### config.mk
export PLATFORM = sky130hd
export DESIGN_NAME = bcd_cascade_counter
export DESIGN_NICKNAME = d
export VERILOG_FILES = /design/src/rtl/bcd_cascade_pkg.sv /design/src/rtl/bcd_digit_cell.sv /design/src/rtl/bcd_cascade_counter.sv
export SDC_FILE = /design/constraint.sdc
export NUM_CORES = 1
export LEC_CHECK = 0
export ABC_AREA = 1
export CAP_MARGIN = 30
export CORE_MARGIN = 2
export CORE_UTILIZATION = 50
export CTS_CLUSTER_DIAMETER = 80
export CTS_CLUSTER_SIZE = 16
export DETAILED_ROUTE_END_ITERATION = 10
export PLACE_DENSITY_LB_ADDON = 0.05
export SLEW_MARGIN = 20
export SYNTH_ARGS = -nofsm -noshare
export SYNTH_HDL_FRONTEND = slang
export SYNTH_HIERARCHICAL = 1
export SYNTH_SLANG_ARGS = --single-unit
### constraint.sdc
create_clock -name clk -period 3.97 [get_ports clk]
set_input_delay 0.9925 -clock clk [delete_from_list [all_inputs] [get_ports clk]]
set_output_delay 0.9925 -clock clk [all_outputs]
set_load 0.02 [all_outputs]
### src/rtl/bcd_cascade_pkg.sv
// rtl/bcd_cascade_pkg.sv - shared digit type, width and clamp helper for the BCD cascade counter
package bcd_cascade_pkg;

  localparam int DIGIT_W = 4;

  typedef logic [DIGIT_W-1:0] digit_t;

  // Out-of-range load nibbles saturate to the top legal digit value.
  function automatic digit_t clamp_digit(input digit_t val, input int modulus);
    digit_t max_v;
    max_v = digit_t'(modulus - 1);
    return (val > max_v) ? max_v : val;
  endfunction

endpackage

### src/rtl/bcd_digit_cell.sv
// rtl/bcd_digit_cell.sv - one modulo-MODULUS decimal digit with load and up/down step
module bcd_digit_cell
  import bcd_cascade_pkg::*;
#(
  parameter int MODULUS = 10
) (
  input  logic   clk,
  input  logic   rst,
  input  logic   load,
  input  digit_t load_digit,
  input  logic   step,
  input  logic   up_dn,
  output digit_t digit,
  output logic   at_max,
  output logic   at_zero
);

  localparam digit_t MAX_D = digit_t'(MODULUS - 1);

  assign at_max  = (digit == MAX_D);
  assign at_zero = (digit == '0);

  always_ff @(posedge clk) begin
    if (rst) begin
      digit <= '0;
    end else if (load) begin
      digit <= clamp_digit(load_digit, MODULUS);
    end else if (step) begin
      if (up_dn) begin
        digit <= at_max ? '0 : digit + digit_t'(1);
      end else begin
        digit <= at_zero ? MAX_D : digit - digit_t'(1);
      end
    end
  end

endmodule

### src/rtl/bcd_cascade_counter.sv
// rtl/bcd_cascade_counter.sv - cascaded up/down BCD counter; BCD_CASCADE_OVF_STICKY_EN enables sticky ovf
module bcd_cascade_counter
  import bcd_cascade_pkg::*;
#(
  parameter int NUM_DIGITS = 4,
  parameter int MODULUS    = 10
) (
  input  logic                          clk,
  input  logic                          rst,
  input  logic                          en,
  input  logic                          up_dn,
  input  logic                          load,
  input  logic [DIGIT_W*NUM_DIGITS-1:0] load_val,
  output logic [DIGIT_W*NUM_DIGITS-1:0] count,
  output logic                          tc,
  output logic                          wrap,
  output logic                          ovf
);

  digit_t                digits [NUM_DIGITS];
  logic [NUM_DIGITS-1:0] at_max;
  logic [NUM_DIGITS-1:0] at_zero;
  logic [NUM_DIGITS-1:0] step;
  logic                  chain_max;
  logic                  chain_zero;

  for (genvar k = 0; k < NUM_DIGITS; k++) begin : g_digit
    bcd_digit_cell #(
      .MODULUS(MODULUS)
    ) u_cell (
      .clk       (clk),
      .rst       (rst),
      .load      (load),
      .load_digit(load_val[k*DIGIT_W +: DIGIT_W]),
      .step      (step[k]),
      .up_dn     (up_dn),
      .digit     (digits[k]),
      .at_max    (at_max[k]),
      .at_zero   (at_zero[k])
    );
    assign count[k*DIGIT_W +: DIGIT_W] = digits[k];
  end

  // Ripple carry/borrow: a digit moves only when every lower digit is at its turnover value.
  always_comb begin
    step       = '0;
    chain_max  = 1'b1;
    chain_zero = 1'b1;
    for (int k = 0; k < NUM_DIGITS; k++) begin
      step[k]    = en & (up_dn ? chain_max : chain_zero);
      chain_max  = chain_max & at_max[k];
      chain_zero = chain_zero & at_zero[k];
    end
    tc = up_dn ? chain_max : chain_zero;
  end

  always_ff @(posedge clk) begin
    if (rst || load) begin
      wrap <= 1'b0;
    end else begin
      wrap <= en & tc;
    end
  end

`ifdef BCD_CASCADE_OVF_STICKY_EN
  always_ff @(posedge clk) begin
    if (rst || load) begin
      ovf <= 1'b0;
    end else if (en && tc) begin
      ovf <= 1'b1;
    end
  end
`else
  assign ovf = 1'b0;
`endif

endmodule

# Word level (Yosys, flattened, before mapping)
# Index checks and enable logic that the tools add are counted.
[classes] mux=28 n_reduce_logical=9 magnitude_cmp=4 eq_ne=4 n_bitwise=10 addsub=8
[op_table] cell="2-to-1 mux 4 bit" count=24
[op_table] cell="adder 4 x 1 -> 4 bit, second input constant" count=4
[op_table] cell="== test 4 bit, second input constant" count=4
[op_table] cell="greater-than comparator 4 bit, second input constant" count=4
[op_table] cell="logical NOT 4 bit" count=4
[op_table] cell="subtractor 4 x 1 -> 4 bit, second input constant" count=4
[op_table] cell="AND 1 bit" count=10
[op_table] cell="nonzero test 2 bit" count=4
[op_table] cell="2-to-1 mux 1 bit" count=4
[op_table] cell="logical OR 1 bit" count=1
[totals] regBits=17 out_inout_bits=19

# Depth between registers and ports, before layout
# Gate-level depths: netlist (run 1).
[logic_depth] word_depth=7 mapped_depth=12

# Hierarchy
# The synthesis (run 1) kept the hierarchy.
[modules_own_cells] mod="bcd_digit_cell" instances=4 cells_per_inst=64 area_each_um2=355.3
[modules_own_cells] mod="bcd_cascade_counter" instances=1 cells_per_inst=26 area_each_um2=127.6

# Worst setup path after synthesis (run 1)
# No wires, ideal clock.
[synth_timing] path_kind="input port to output port" startpoint="in up_dn" endpoint="out tc" path_stages=5 path_slack_ps=1617 path_buffers=0 arrival_ps=1361 required_time_ps=2978 path_cell_list="inv_2 -> nand2_1 -> nor2_1 -> nor2_1 -> inv_1"
[synth_between] elab_chain_cells=1
[synth_lines] element="start: declaration" line_no="bcd_cascade_counter.sv:11" rtl="input logic up_dn,"
[synth_lines] element="2-to-1 mux 1 bit" line_no="bcd_cascade_counter.sv:54" rtl="tc = up_dn ? chain_max : chain_zero;"
[synth_lines] element="end: declaration" line_no="bcd_cascade_counter.sv:15" rtl="output logic tc,"
# Every way passes these cells.

# Worst setup path after layout (run 1)
# Same ends and word-level chain as after synthesis.

==> summary.txt, run 1 <==
Status
  – Status: complete, no violations

Synthesis
  – Synthesized Nets: between 300 and 400
  – Yosys reg bits: 17
  – Sequential fraction of the synthesis area: 22.0%
  – Synthesis warning total: 6
  – Gate Count Post-Synth: around 280
  – Distinct cells, synth: 17
  – Syn_area_per_cell: between 5 and 6 um^2
  – Cell Area, Synth: 1550 um^2

Global routing
  – Pin count of the biggest net entering global routing: 30
  – Gr ovfl total: 0
  – Number of global-route vias before repair: roughly 1,600
  – Antenna violations before repair: 0
  – First-pass GRT wire length: between 6 and 7 mm
  – GRT Total Usage: between 20% and 30%

Floorplan
  – Die Area: 3560 um^2
  – Die Y: 59.7 um
  – Row count: 20
  – Boundary pin count: 40
  – Standard cell core area: 3000 um^2
  – Starting density of the core: about half
  – Die width: 59.7 um

Critical path
  – RR Startpoint: g_digit[1].u_cell/digit[2]$_SDFFE_PP0P_
  – Crit end category: output pin
  – Reg2Reg Depth: 12
  – CP arrival: roughly 2.5 ns
  – Critical R2R Capture: g_digit[3].u_cell/digit[2]$_SDFFE_PP0P_
  – CP Data Required Time: just under 3 ns
  – R2r setup slk: roughly 2.2 ns
  – WS Path Type: in -> out
  – Setup crit start kind: primary input
  – Max FO, Critical Path: 4

Detailed routing
  – # DRC: 0
  – Routed Antenna Nets: 0
  – Total number of vias: 1,823
  – Vias/cell: 5.09
  – Pre-Repair DR Iteration Count: 4
  – Iteration-0 DRC Markers: about 130
  – Total wire length: approximately 3.7 mm
  – Wire per inst: ~10 um

CTS
  – Clk slew on worst S/H paths: 0.10 ns
  – H-tree depth: 1
  – CTS buffer count: 3
  – CTS root buf: clkbuf_4
  – Post-CTS sizing: 0
  – CTS tree: built
  – Post-CTS Repair Setup Buffers: 0
  – Post-CTS Hold Buffers: 0
  – Clock Tree Buf Depth: 2
  – Clock latency on the worst-skew pair: 0.29 ns
  – Clock sink count: 17

Layout
  – Number of nets in the layout: about 350
  – Fillcell total: slightly below 300
  – Layout area overhead: 30.1%
  – Ant diodes: 0
  – Non-Filler Instances: around 360
  – Layout cells sized above 1: between 8 and 9%
  – Final core occ: about 67%

Hold path
  – HP Start: g_digit[3].u_cell/digit[0]$_SDFFE_PP0P_
  – Number of cells on the worst hold path: 2
  – Worst hold-check path type: reg -> reg
  – WHS Endpoint: g_digit[3].u_cell/digit[0]$_SDFFE_PP0P_

Place
  – Place WS: about 0.55 ns
  – Hpwl dp: 2.84 mm
  – Gpl congestion: about 0.84
  – Placed cell count: approximately 350
  – Buffers on Ports: 38

STA
  – Final setup fails: 0
  – RSZ-0062 raised after global routing: false
  – Fin crit share: between 80 and 90%
  – Hold Vio Cnt, Final: 0
  – Fin Setup TNS: 0 ns
  – Slew margin rel.: about half
  – Tmin final: ~3.4 ns
  – Max Clock Skew: 0.0110 ns
  – Max-slew violation count: 0
  – Actual slew at the worst max-slew pin: around 0.75 ns
  – Final WS setup: roughly 0.53 ns
  – Fmax: 0.291 GHz
  – WHS: 0.650 ns

Power and ir drop
  – Leak Pwr: 0.986 nW
  – Max rail drop VDD: roughly 0.18 mV
  – Cell Pwr Density: 241 nW/um^2

Run
  – Max_cap viols: 0
layout make-up:
| class | count | area (um^2) | area share, % |
|---|---|---|---|
| timing repair buffer | 40 | 403 | 20.0 |
| multi-input combinational | 217 | 1020 | 50.8 |
| sequential | 17 | 340 | 16.9 |
| clock inverter | 1 | 7.51 | 0.372 |
| clock buffer | 3 | 22.5 | 1.12 |
| inverter | 47 | 176 | 8.75 |
| tap | 33 | 41.3 | 2.05 |
stage by stage:
stage | area, um^2 | total power (W)
2_1_floorplan | 1550 | 0.000319
3_3_place_gp | 1970 | 0.000389
3_5_place_dp | 1970 | 0.000391
4_1_cts | 2000 | 0.000489
5_1_grt | 2020 | 0.000524
6_report | 2020 | 0.000486
power breakdown:
| group | total (W) | switching, W | internal [W] |
|---|---|---|---|
| sequential | 0.000204 | 0.0000234 | 0.000181 |
| clock | 0.0000968 | 0.0000585 | 0.0000383 |
| combinational | 0.000185 | 0.000102 | 0.0000829 |
| total | 0.000486 | 0.000184 | 0.000302 |
registers in the layout, summed over array words and instances, names as in the netlist:
name                  flops
wrap                      1
g_digit.u_cell/digit     16
layer usage:
| metal | up-vias | share of wire (%) | GRT usage [%] |
|---|---|---|---|
| met1 | 794 | 47 | 30.0 |
| met2 | 43 | 48 | 37.1 |
| met4 | 0 | 0.52 | 6.67 |
| li1 | 984 | - | - |
| met5 | - | 0 | 0 |
| met3 | 2 | 4.0 | 3.25 |
placed cells by master (no fill, tap or decap), types with 5 or more instances in the layout:
| cell type | count |
|---|---|
| clkdlybuf4s50_1 | 38 |
| nand3_1 | 32 |
| o21ai_0 | 17 |
| nor2_1 | 36 |
| dfxtp_1 | 17 |
| inv_2 | 5 |
| a21oi_1 | 24 |
| inv_1 | 42 |
| nand2_1 | 82 |
worst max path at each step:
stage / from / endpoint / slack [ns] / cells after the start
final: up_dn / tc / 0.53 / 7
after global placement: up_dn / tc / 0.55 / 7
after global routing: up_dn / tc / 0.44 / 7
after floorplan: up_dn / tc / 1.62 / 5
after CTS: up_dn / tc / 0.53 / 7
after detailed placement: up_dn / tc / 0.55 / 7
logic make-up (layout without fill, tap and decap cells):
group	count (synthesis)	in the layout	share of synthesized area, %
AO/OA/AOI/OAI	50	50	17.9
buffers and inverters	48	91	11.9
flip-flops	17	17	22.0
other	1	1	0.242
AND/OR/NAND/NOR	166	166	48.0
critical path, cell delays in order:
cell and delay [ns]:
clkdlybuf4s50_1 0.53, inv_2 0.07, nand2_1 0.06, nor2_1 0.04, nor2_1 0.16, inv_1 0.06
clkdlybuf4s50_1 0.53
cells in the mapped netlist, drive strengths merged:
master / instances / area, um^2
a21boi: 1 / 7.51
a21oi: 28 / 155
buf: 1 / 7.51
conb: 1 / 3.75
dfxtp: 17 / 340
inv: 47 / 176
nand2: 86 / 353
nand3: 32 / 160
nand4: 4 / 25.0
nor2: 44 / 205
o211ai: 4 / 30.0
o21ai: 17 / 85.1
No activity file was read; power rests on OpenSTA's default activity.
==> run 2: changes to the inputs <==
--- a/config.mk
+++ b/config.mk
@@ -6,6 +6,7 @@
 export NUM_CORES = 1
 export LEC_CHECK = 0
 export ABC_AREA = 1
+export ABC_CLOCK_PERIOD_IN_PS = 3970
 export CAP_MARGIN = 30
 export CORE_MARGIN = 2
 export CORE_UTILIZATION = 50
==> results of run 2 <==
No change in the layout: final DEF, timing and power equal those of run 1.
